## config.mk

```make
export PLATFORM = sky130hd
export DESIGN_NAME = mem_bus_ctrl
export DESIGN_NICKNAME = d
export VERILOG_FILES = /design/src/rtl/mem_bus_pkg.sv /design/src/rtl/mem_addr_decode.sv /design/src/rtl/mem_bus_ctrl.sv
export SDC_FILE = /design/constraint.sdc
export NUM_CORES = 1
export LEC_CHECK = 0
export ABC_AREA = 1
export CORE_AREA = 10 10 101 103
export DETAILED_ROUTE_END_ITERATION = 10
export DIE_AREA = 0 0 111 113
export DONT_BUFFER_PORTS = 1
export PLACE_DENSITY = 0.68
export SLEW_MARGIN = 5
export SYNTH_ARGS = -nofsm -noshare
export SYNTH_HDL_FRONTEND = slang
export SYNTH_SLANG_ARGS = --single-unit
```

## constraint.sdc

```tcl
create_clock -name clk -period 2.8 [get_ports clk]
set_input_delay 0.7 -clock clk [delete_from_list [all_inputs] [get_ports clk]]
set_output_delay 0.7 -clock clk [all_outputs]
set_load 0.01 [all_outputs]
```

## src/rtl/mem_bus_pkg.sv

```systemverilog
// Shared types and defaults for the CPU memory bus controller.
// Holds the FSM encoding and the peripheral-window base address.
package mem_bus_pkg;

  typedef enum logic [2:0] {
    IDLE,
    SETUP,
    ACCESS,
    PERIPH,
    DONE
  } state_e;

  localparam int unsigned DEF_DATAW       = 16;
  localparam int unsigned DEF_ADDRW       = 16;
  localparam int unsigned DEF_PERIPH_BITS = 4;
  localparam int unsigned DEF_NPERIPH     = 9;
  localparam int unsigned DEF_WAIT_STATES = 1;

  // Lowest address of the peripheral window for the default widths.
  localparam logic [DEF_ADDRW-1:0] DEF_PERIPH_BASE =
    ~DEF_ADDRW'((1 << DEF_PERIPH_BITS) - 1);

endpackage

```

## src/rtl/mem_addr_decode.sv

```systemverilog
// Combinational address decode: SRAM vs. peripheral window,
// slot index and legality against the read/write masks.
module mem_addr_decode #(
  parameter int unsigned ADDRW       = 16,
  parameter int unsigned PERIPH_BITS = 4,
  parameter int unsigned NPERIPH     = 9
) (
  input  logic [ADDRW-1:0]       addr_i,
  input  logic                   we_i,
  input  logic [NPERIPH-1:0]     rmask_i,
  input  logic [NPERIPH-1:0]     wmask_i,
  output logic                   is_periph_o,
  output logic [PERIPH_BITS-1:0] slot_o,
  output logic                   legal_o
);

  logic slot_ok;

  assign is_periph_o = &addr_i[ADDRW-1:PERIPH_BITS];
  assign slot_o      = addr_i[PERIPH_BITS-1:0];

  // Unimplemented slots never match, so they stay illegal.
  always_comb begin
    slot_ok = 1'b0;
    for (int i = 0; i < NPERIPH; i++) begin
      if (slot_o == PERIPH_BITS'(i))
        slot_ok = we_i ? wmask_i[i] : rmask_i[i];
    end
  end

  assign legal_o = !is_periph_o || slot_ok;

endmodule

```

## src/rtl/mem_bus_ctrl.sv

```systemverilog
// CPU-side bus controller: SRAM with wait states plus a
// window of strobed peripheral slots at the top of memory.
import mem_bus_pkg::*;

module mem_bus_ctrl #(
  parameter int unsigned DATAW       = DEF_DATAW,
  parameter int unsigned ADDRW       = DEF_ADDRW,
  parameter int unsigned PERIPH_BITS = DEF_PERIPH_BITS,
  parameter int unsigned NPERIPH     = DEF_NPERIPH,
  parameter int unsigned WAIT_STATES = DEF_WAIT_STATES,
  parameter logic [NPERIPH-1:0] PERIPH_RMASK = '1,
  parameter logic [NPERIPH-1:0] PERIPH_WMASK = '1
) (
  input  logic                     clk,
  input  logic                     rst,
  input  logic                     req,
  input  logic                     we,
  input  logic [ADDRW-1:0]         addr,
  input  logic [DATAW-1:0]         wdata,
  output logic                     ack,
  output logic                     err,
  output logic [DATAW-1:0]         rdata,
  output logic                     busy,
  output logic                     sram_ce_n,
  output logic                     sram_oe_n,
  output logic                     sram_we_n,
  output logic [ADDRW-1:0]         sram_addr,
  output logic [DATAW-1:0]         sram_dout,
  output logic                     sram_dout_en,
  input  logic [DATAW-1:0]         sram_din,
  output logic [NPERIPH-1:0]       periph_sel,
  output logic                     periph_re,
  output logic                     periph_we,
  output logic [DATAW-1:0]         periph_wdata,
  input  logic [NPERIPH*DATAW-1:0] periph_rdata
);

  localparam logic [3:0] WS_L = 4'(WAIT_STATES);

  state_e                 state_q, state_d;
  logic [ADDRW-1:0]       addr_q, addr_d;
  logic                   we_q, we_d;
  logic [DATAW-1:0]       wdata_q, wdata_d;
  logic [PERIPH_BITS-1:0] slot_q, slot_d;
  logic                   err_q, err_d;
  logic [DATAW-1:0]       rdata_q, rdata_d;
  logic [3:0]             cnt_q, cnt_d;

  logic                   dec_periph;
  logic [PERIPH_BITS-1:0] dec_slot;
  logic                   dec_legal;
  logic [DATAW-1:0]       prd_mux;
  logic                   sram_on;

  mem_addr_decode #(
    .ADDRW      (ADDRW),
    .PERIPH_BITS(PERIPH_BITS),
    .NPERIPH    (NPERIPH)
  ) u_dec (
    .addr_i     (addr),
    .we_i       (we),
    .rmask_i    (PERIPH_RMASK),
    .wmask_i    (PERIPH_WMASK),
    .is_periph_o(dec_periph),
    .slot_o     (dec_slot),
    .legal_o    (dec_legal)
  );

  always_comb begin
    prd_mux = '0;
    for (int i = 0; i < NPERIPH; i++) begin
      if (slot_q == PERIPH_BITS'(i))
        prd_mux = periph_rdata[i*DATAW +: DATAW];
    end
  end

  always_ff @(posedge clk or posedge rst) begin
    if (rst) begin
      state_q <= IDLE;
      addr_q  <= '0;
      we_q    <= 1'b0;
      wdata_q <= '0;
      slot_q  <= '0;
      err_q   <= 1'b0;
      rdata_q <= '0;
      cnt_q   <= '0;
    end else begin
      state_q <= state_d;
      addr_q  <= addr_d;
      we_q    <= we_d;
      wdata_q <= wdata_d;
      slot_q  <= slot_d;
      err_q   <= err_d;
      rdata_q <= rdata_d;
      cnt_q   <= cnt_d;
    end
  end

  always_comb begin
    state_d = state_q;
    addr_d  = addr_q;
    we_d    = we_q;
    wdata_d = wdata_q;
    slot_d  = slot_q;
    err_d   = err_q;
    rdata_d = rdata_q;
    cnt_d   = cnt_q;
    unique case (state_q)
      IDLE: begin
        if (req) begin
          addr_d  = addr;
          we_d    = we;
          wdata_d = wdata;
          slot_d  = dec_slot;
          rdata_d = '0;
          err_d   = 1'b0;
          cnt_d   = '0;
          if (!dec_periph) begin
            state_d = SETUP;
          end else if (dec_legal) begin
            state_d = PERIPH;
          end else begin
            err_d   = 1'b1;
            state_d = DONE;
          end
        end
      end
      SETUP: begin
        cnt_d   = '0;
        state_d = ACCESS;
      end
      ACCESS: begin
        if (cnt_q == WS_L) begin
          state_d = DONE;
          if (!we_q)
            rdata_d = sram_din;
        end else begin
          cnt_d = cnt_q + 4'd1;
        end
      end
      PERIPH: begin
        state_d = DONE;
        if (!we_q)
          rdata_d = prd_mux;
      end
      DONE:    state_d = IDLE;
      default: state_d = IDLE;
    endcase
  end

  assign sram_on      = (state_q == SETUP) || (state_q == ACCESS);
  assign sram_ce_n    = !sram_on;
  assign sram_oe_n    = !(sram_on && !we_q);
  assign sram_we_n    = !((state_q == ACCESS) && we_q);
  assign sram_dout_en = sram_on && we_q;
  assign sram_addr    = sram_on ? addr_q : '0;
  assign sram_dout    = sram_dout_en ? wdata_q : '0;

  always_comb begin
    periph_sel = '0;
    for (int i = 0; i < NPERIPH; i++)
      periph_sel[i] = (state_q == PERIPH) && (slot_q == PERIPH_BITS'(i));
  end

  assign periph_re    = (state_q == PERIPH) && !we_q;
  assign periph_we    = (state_q == PERIPH) && we_q;
  assign periph_wdata = periph_we ? wdata_q : '0;

  assign ack   = (state_q == DONE);
  assign err   = ack && err_q;
  assign rdata = rdata_q;
  assign busy  = (state_q != IDLE);

endmodule

```

# ---- Word level (Yosys, flattened, before mapping)
# Cells that the tools add are included.
dict set report classes {
  add_sub_neg 1
  mux 36
  reduce_logical 33
  n_eq_ne 26
}
# cell n
set ops {}
lappend ops {{16-bit 2-to-1 mux} 16}
lappend ops {{16-bit case mux with 3 select lines} 1}
lappend ops {{4-bit by 3-bit == test with 1-bit output (second input constant)} 8}
lappend ops {{4-bit by 2-bit == test with 1-bit output (second input constant)} 4}
lappend ops {{1-bit logical AND} 15}
lappend ops {{4-bit by 1-bit == test with 1-bit output (second input constant)} 3}
lappend ops {{3-bit 2-to-1 mux} 4}
lappend ops {{3-bit case mux with 4 select lines} 1}
lappend ops {{4-bit case mux with 3 select lines} 1}
lappend ops {{12-bit AND reduction} 1}
lappend ops {{1-bit 2-to-1 mux} 11}
lappend ops {{2-bit inequality test (second input constant)} 5}
lappend ops {{3-bit nonzero test} 3}
lappend ops {{4-bit == test (second input constant)} 2}
lappend ops {{4-bit logical NOT} 2}
lappend ops {{4-bit 2-to-1 mux} 2}
lappend ops {{3-bit by 2-bit == test with 1-bit output (second input constant)} 2}
lappend ops {{1-bit logical NOT} 5}
lappend ops {{5-bit AND reduction} 1}
lappend ops {{4-bit by 1-bit adder with 4-bit output (second input constant)} 1}
lappend ops {{2-bit AND reduction} 2}
lappend ops {{3-bit by 1-bit == test with 1-bit output (second input constant)} 1}
lappend ops {{3-bit == test (second input constant)} 1}
lappend ops {{3-bit logical NOT} 1}
lappend ops {{2 further kinds} 3}
dict set report word_totals {
  out_inout_bits 82
  input_bits 196
  reg_bits 61
}

# ---- Longest topological paths before layout
dict set report logic_depth {
  depth_word 15
  ltp_mapped 13
}

# ---- Cells and area by module
# A second synthesis with hierarchy kept.
dict set report hier_totals {
  hier_cells 778
  hier_area_um2 4797.1
}
# mod instances cells_each area_per_inst_um2
set by_module_without_submodules {}
lappend by_module_without_submodules {mem_bus_ctrl 1 706 4475.5}
lappend by_module_without_submodules {mem_addr_decode 1 72 321.6}

# ---- Worst setup path after synthesis
# Ideal clock, no wire load.
dict set report synth_path {
  kind {register to output}
  start {reg state_q[2]}
  end {out sram_dout[10]}
  n_path_buf 1
  path_slack_ns 0.552
  stages_incl_launch_ff 9
  t_arrival_ns 1.548
  path_cell_list {dfrtp_1 a21oi_1 inv_1 nor2_1 inv_2 nor2_1 inv_2 clkbuf_1 nor2_1}
}
dict set report synth_via {
  elab_chain_cells 4
  elab_cells_between_ends 5
}
# element line_no
set synth_lines {}
lappend synth_lines {{start, declared} mem_bus_ctrl.sv:40} ;# state_e state_q, state_d;
lappend synth_lines {{start signal, assigned} mem_bus_ctrl.sv:88} ;# state_q <= state_d;
lappend synth_lines {{3-bit by 1-bit == test with 1-bit output / 3-bit by 2-bit == test with 1-bit output (equally long branches)} mem_bus_ctrl.sv:151} ;# assign sram_on = (state_q == SETUP) || (state_q == ACCESS);
lappend synth_lines {{1-bit logical OR (*)} mem_bus_ctrl.sv:151}
lappend synth_lines {{1-bit logical AND (*)} mem_bus_ctrl.sv:155} ;# assign sram_dout_en = sram_on && we_q;
lappend synth_lines {{via sram_dout_en} mem_bus_ctrl.sv:29} ;# output logic sram_dout_en,
lappend synth_lines {{16-bit 2-to-1 mux (*)} mem_bus_ctrl.sv:157} ;# assign sram_dout = sram_dout_en ? wdata_q : '0;
lappend synth_lines {{end, declared} mem_bus_ctrl.sv:28} ;# output logic [DATAW-1:0] sram_dout,
# The timed path passes the listed nets; every way through them passes the cells marked *.

# ---- Worst setup path in the final report
dict set report layout_path {
  start {reg state_q[1]}
  end {out periph_wdata[2]}
}
dict set report layout_via {
  elab_chain_cells 3
}
# element line_no
set layout_lines {}
lappend layout_lines {{3-bit by 2-bit == test with 1-bit output} mem_bus_ctrl.sv:166} ;# assign periph_we = (state_q == PERIPH) && we_q;
lappend layout_lines {{1-bit logical AND} mem_bus_ctrl.sv:166}
lappend layout_lines {{16-bit 2-to-1 mux} mem_bus_ctrl.sv:167} ;# assign periph_wdata = periph_we ? wdata_q : '0;
lappend layout_lines {{end, declared} mem_bus_ctrl.sv:34} ;# output logic [DATAW-1:0] periph_wdata,
# No other way between the ends.

==> reports/metrics.yaml <==
clock.fmax_ghz: 0.387
synth_edf_count: 0
grt_max_degree: 58
start_util: 0.534
pin_count: 278
synth-async-reset-ratio: 1.00
synth_top_family_by_area: "simple AND/OR/NAND/NOR gates"
num_rows: 33
clock_latency_ns: 0.34
drive_gt1_frac: 0.118
cts_tree: "built"
via_count: 4426
synthTopCellsByCount: "nor2_1, nand2_1, inv_1, dfrtp_1, nand3_1"
synthToLayoutAreaGrowth_pct: 5.04
gp_congestion: 0.981
post-route-min-period_ns: 2.58
yosysTopAreaCell: "dfrtp_1"
clkSinkCount: 57
die_h_um: 113
slew-limit-headroom: 0.505
drt_iter0_markers: 409
core_mm2: 0.00813
min_path_type: "input pin to asynchronous set/reset pin"
crit_top_cell: "nand2_1"
final.setup.tns_ns: 0
antenna_left: 0
end_kind: "output port"
crit_type: "register to output port"
cts_buffer_depth: 2
cts_setup_buffers: 0
syn_area_mm2: 0.00434
yosys_warnings: 0
slowest_delay_ns: 0.44
track_usage: 0.244
hold_buffers: 0
path_clk_slew_ns: 0.07
grt_setup_unrepaired: "false"
portBuffers: 0
synth_area_leaders: "dfrtp_1, nor2_1, nand2_1"
synthMuxAreaShare: 0
synth_compound_area_frac: 0.114
antenna_found_initial: 1
utilization: 0.561
post_synth.cell_area_avg_um2: 6.25
yosysMostFrequentCell: "nor2_1"
dp_slack_ns: 0.517
htreeDepth: 3
cp_cell_sequence: "nand2_1, nor2_2, nand2_1, nor2_1"
ys_ff_latch: 57
crit_required_ns: 2.10
worst_ep_arrival_time_ns: 1.88
path_max_fanout: 18
drcViolationCount: 0
grt_pass1_vias: 4420
total_power_uw: 5550
fp.dieArea_mm2: 0.0125
synth_ff_type: "dfrtp_1"
worst_slack_ns: 0.217
final.setup_skew_ns: 0.0206
synth_cell_type_count: 34
startpoint_type: "register"
max-cap-violations: 0
synthSimpleGateAreaFrac: 0.411
leakage_uw: 0.00234
clock-root-buffer: "clkbuf_8"
yosysTopAreaCellShare: 0.328
ir_drop_mv: 0.709
grt_pass1_wl_um: 24800
vias_per_cell: 5.57
outcome: "finished clean"
dr.pass1.iters: 6
pwr_density_cell_mw_per_mm2: 1220
hold_viol: 0
crit_path_top_delay_cell: "nand2_1"
syn_inst: 695
period_share: 0.922
nNetsFinal: 882
ys_seq_area_frac: 0.328
placedCellCount: 778
setup_viol: 0
worstMarginPinSlew_ns: 0.743
grt.overflow.total: 0
post-dp-hpwl_um: 13400
syn_nets: 893
cts_buffers: 9
wire_per_inst_um: 20.5
die_x_um: 111
synth_adder_area_share: 0.00576
final_max_slew_viol_count: 0
final_cells: 794
synth-xor-area-share: 0.00403
wl_um: 16300
## per-stage QoR
stage | cell area, um2 | hold WS, ns
after floorplan | 4340 | 0.453
after global placement | 4380 | 0.469
after detailed placement | 4380 | 0.475
after CTS | 4550 | 0.472
after global routing | 4560 | 0.484
final | 4560 | 0.439
## critical path: cells and delay by family, from the launching register on
| family | cells | cell delay, ns |
|---|---|---|
| AND/OR/NAND/NOR | 4 | 1.13 |
| flip-flops | 1 | 0.42 |
## flip-flops by register name, summed over array words and instances (netlist names)
signal,count
wdata_q,16
rdata,16
state_q,3
cnt_q,4
addr_q,16
we_q,1
err_q,1
## where the power goes
part | switching, uW | internal [uW]
Clock | 339 | 336
Combinational | 2340 | 974
Sequential | 332 | 1230
Total | 3020 | 2540
## layout by cell type (no fill, tap or decap), drive strengths merged, types with 8 or more instances in the layout
master	Yosys	routed
a21oi	57	57
buf	20	9
clkbuf	11	10
dfrtp	57	57
inv	113	113
nand2	144	144
nand3	57	57
nand4	26	26
nor2	168	168
o21ai	17	17
or2	8	8
## routing by layer
metal,share of wire,up-vias,GRT usage
met3,0.092,31,0.0829
met1,0.39,2000,0.278
met5,0,-,0
met2,0.50,250,0.430
met4,0.019,0,0.0608
li1,-,2145,-
## kinds of logic after synthesis
| logic type | count (synthesis) |
|---|---|
| adders and majority gates | 2 |
| AOI/OAI and AO/OA | 81 |
| buffers and inverters | 144 |
| and+or+nand+nor | 409 |
| DFF | 57 |
| xor gates and xnor gates | 2 |
## cell type report
class                      instances  area (um2)
clock inverter                     5        32.5
clock buffer                      10         138
timing repair buffer               9        67.6
antenna                            1        2.50
tap                              105         131
inverter                         113         427
fill                             849        3570
multi-input combinational        494        2340
sequential                        57        1430
## what timing repair did
action / CTS / global route
endpoints found under the setup margin: 0 / 16
hold endpoints to repair: 0 / 0
gates resized for setup: 0 / 3
## final timing paths
check                            from               to  slack [ns]  cells after the start
setup / recovery           state_q[1]  periph_wdata[2]        0.22                      4
hold / removal                    rst        addr_q[5]        0.44                      2
setup reg to reg           state_q[1]         rdata[1]        0.66                      7
hold reg to reg            addr_q[10]       addr_q[10]        0.49                      2
max in group asynchronous         rst         rdata[1]        1.85                      2
min in group clk           addr_q[10]       addr_q[10]        0.49                      2
Note: power is estimated with default switching activity, not from simulation.
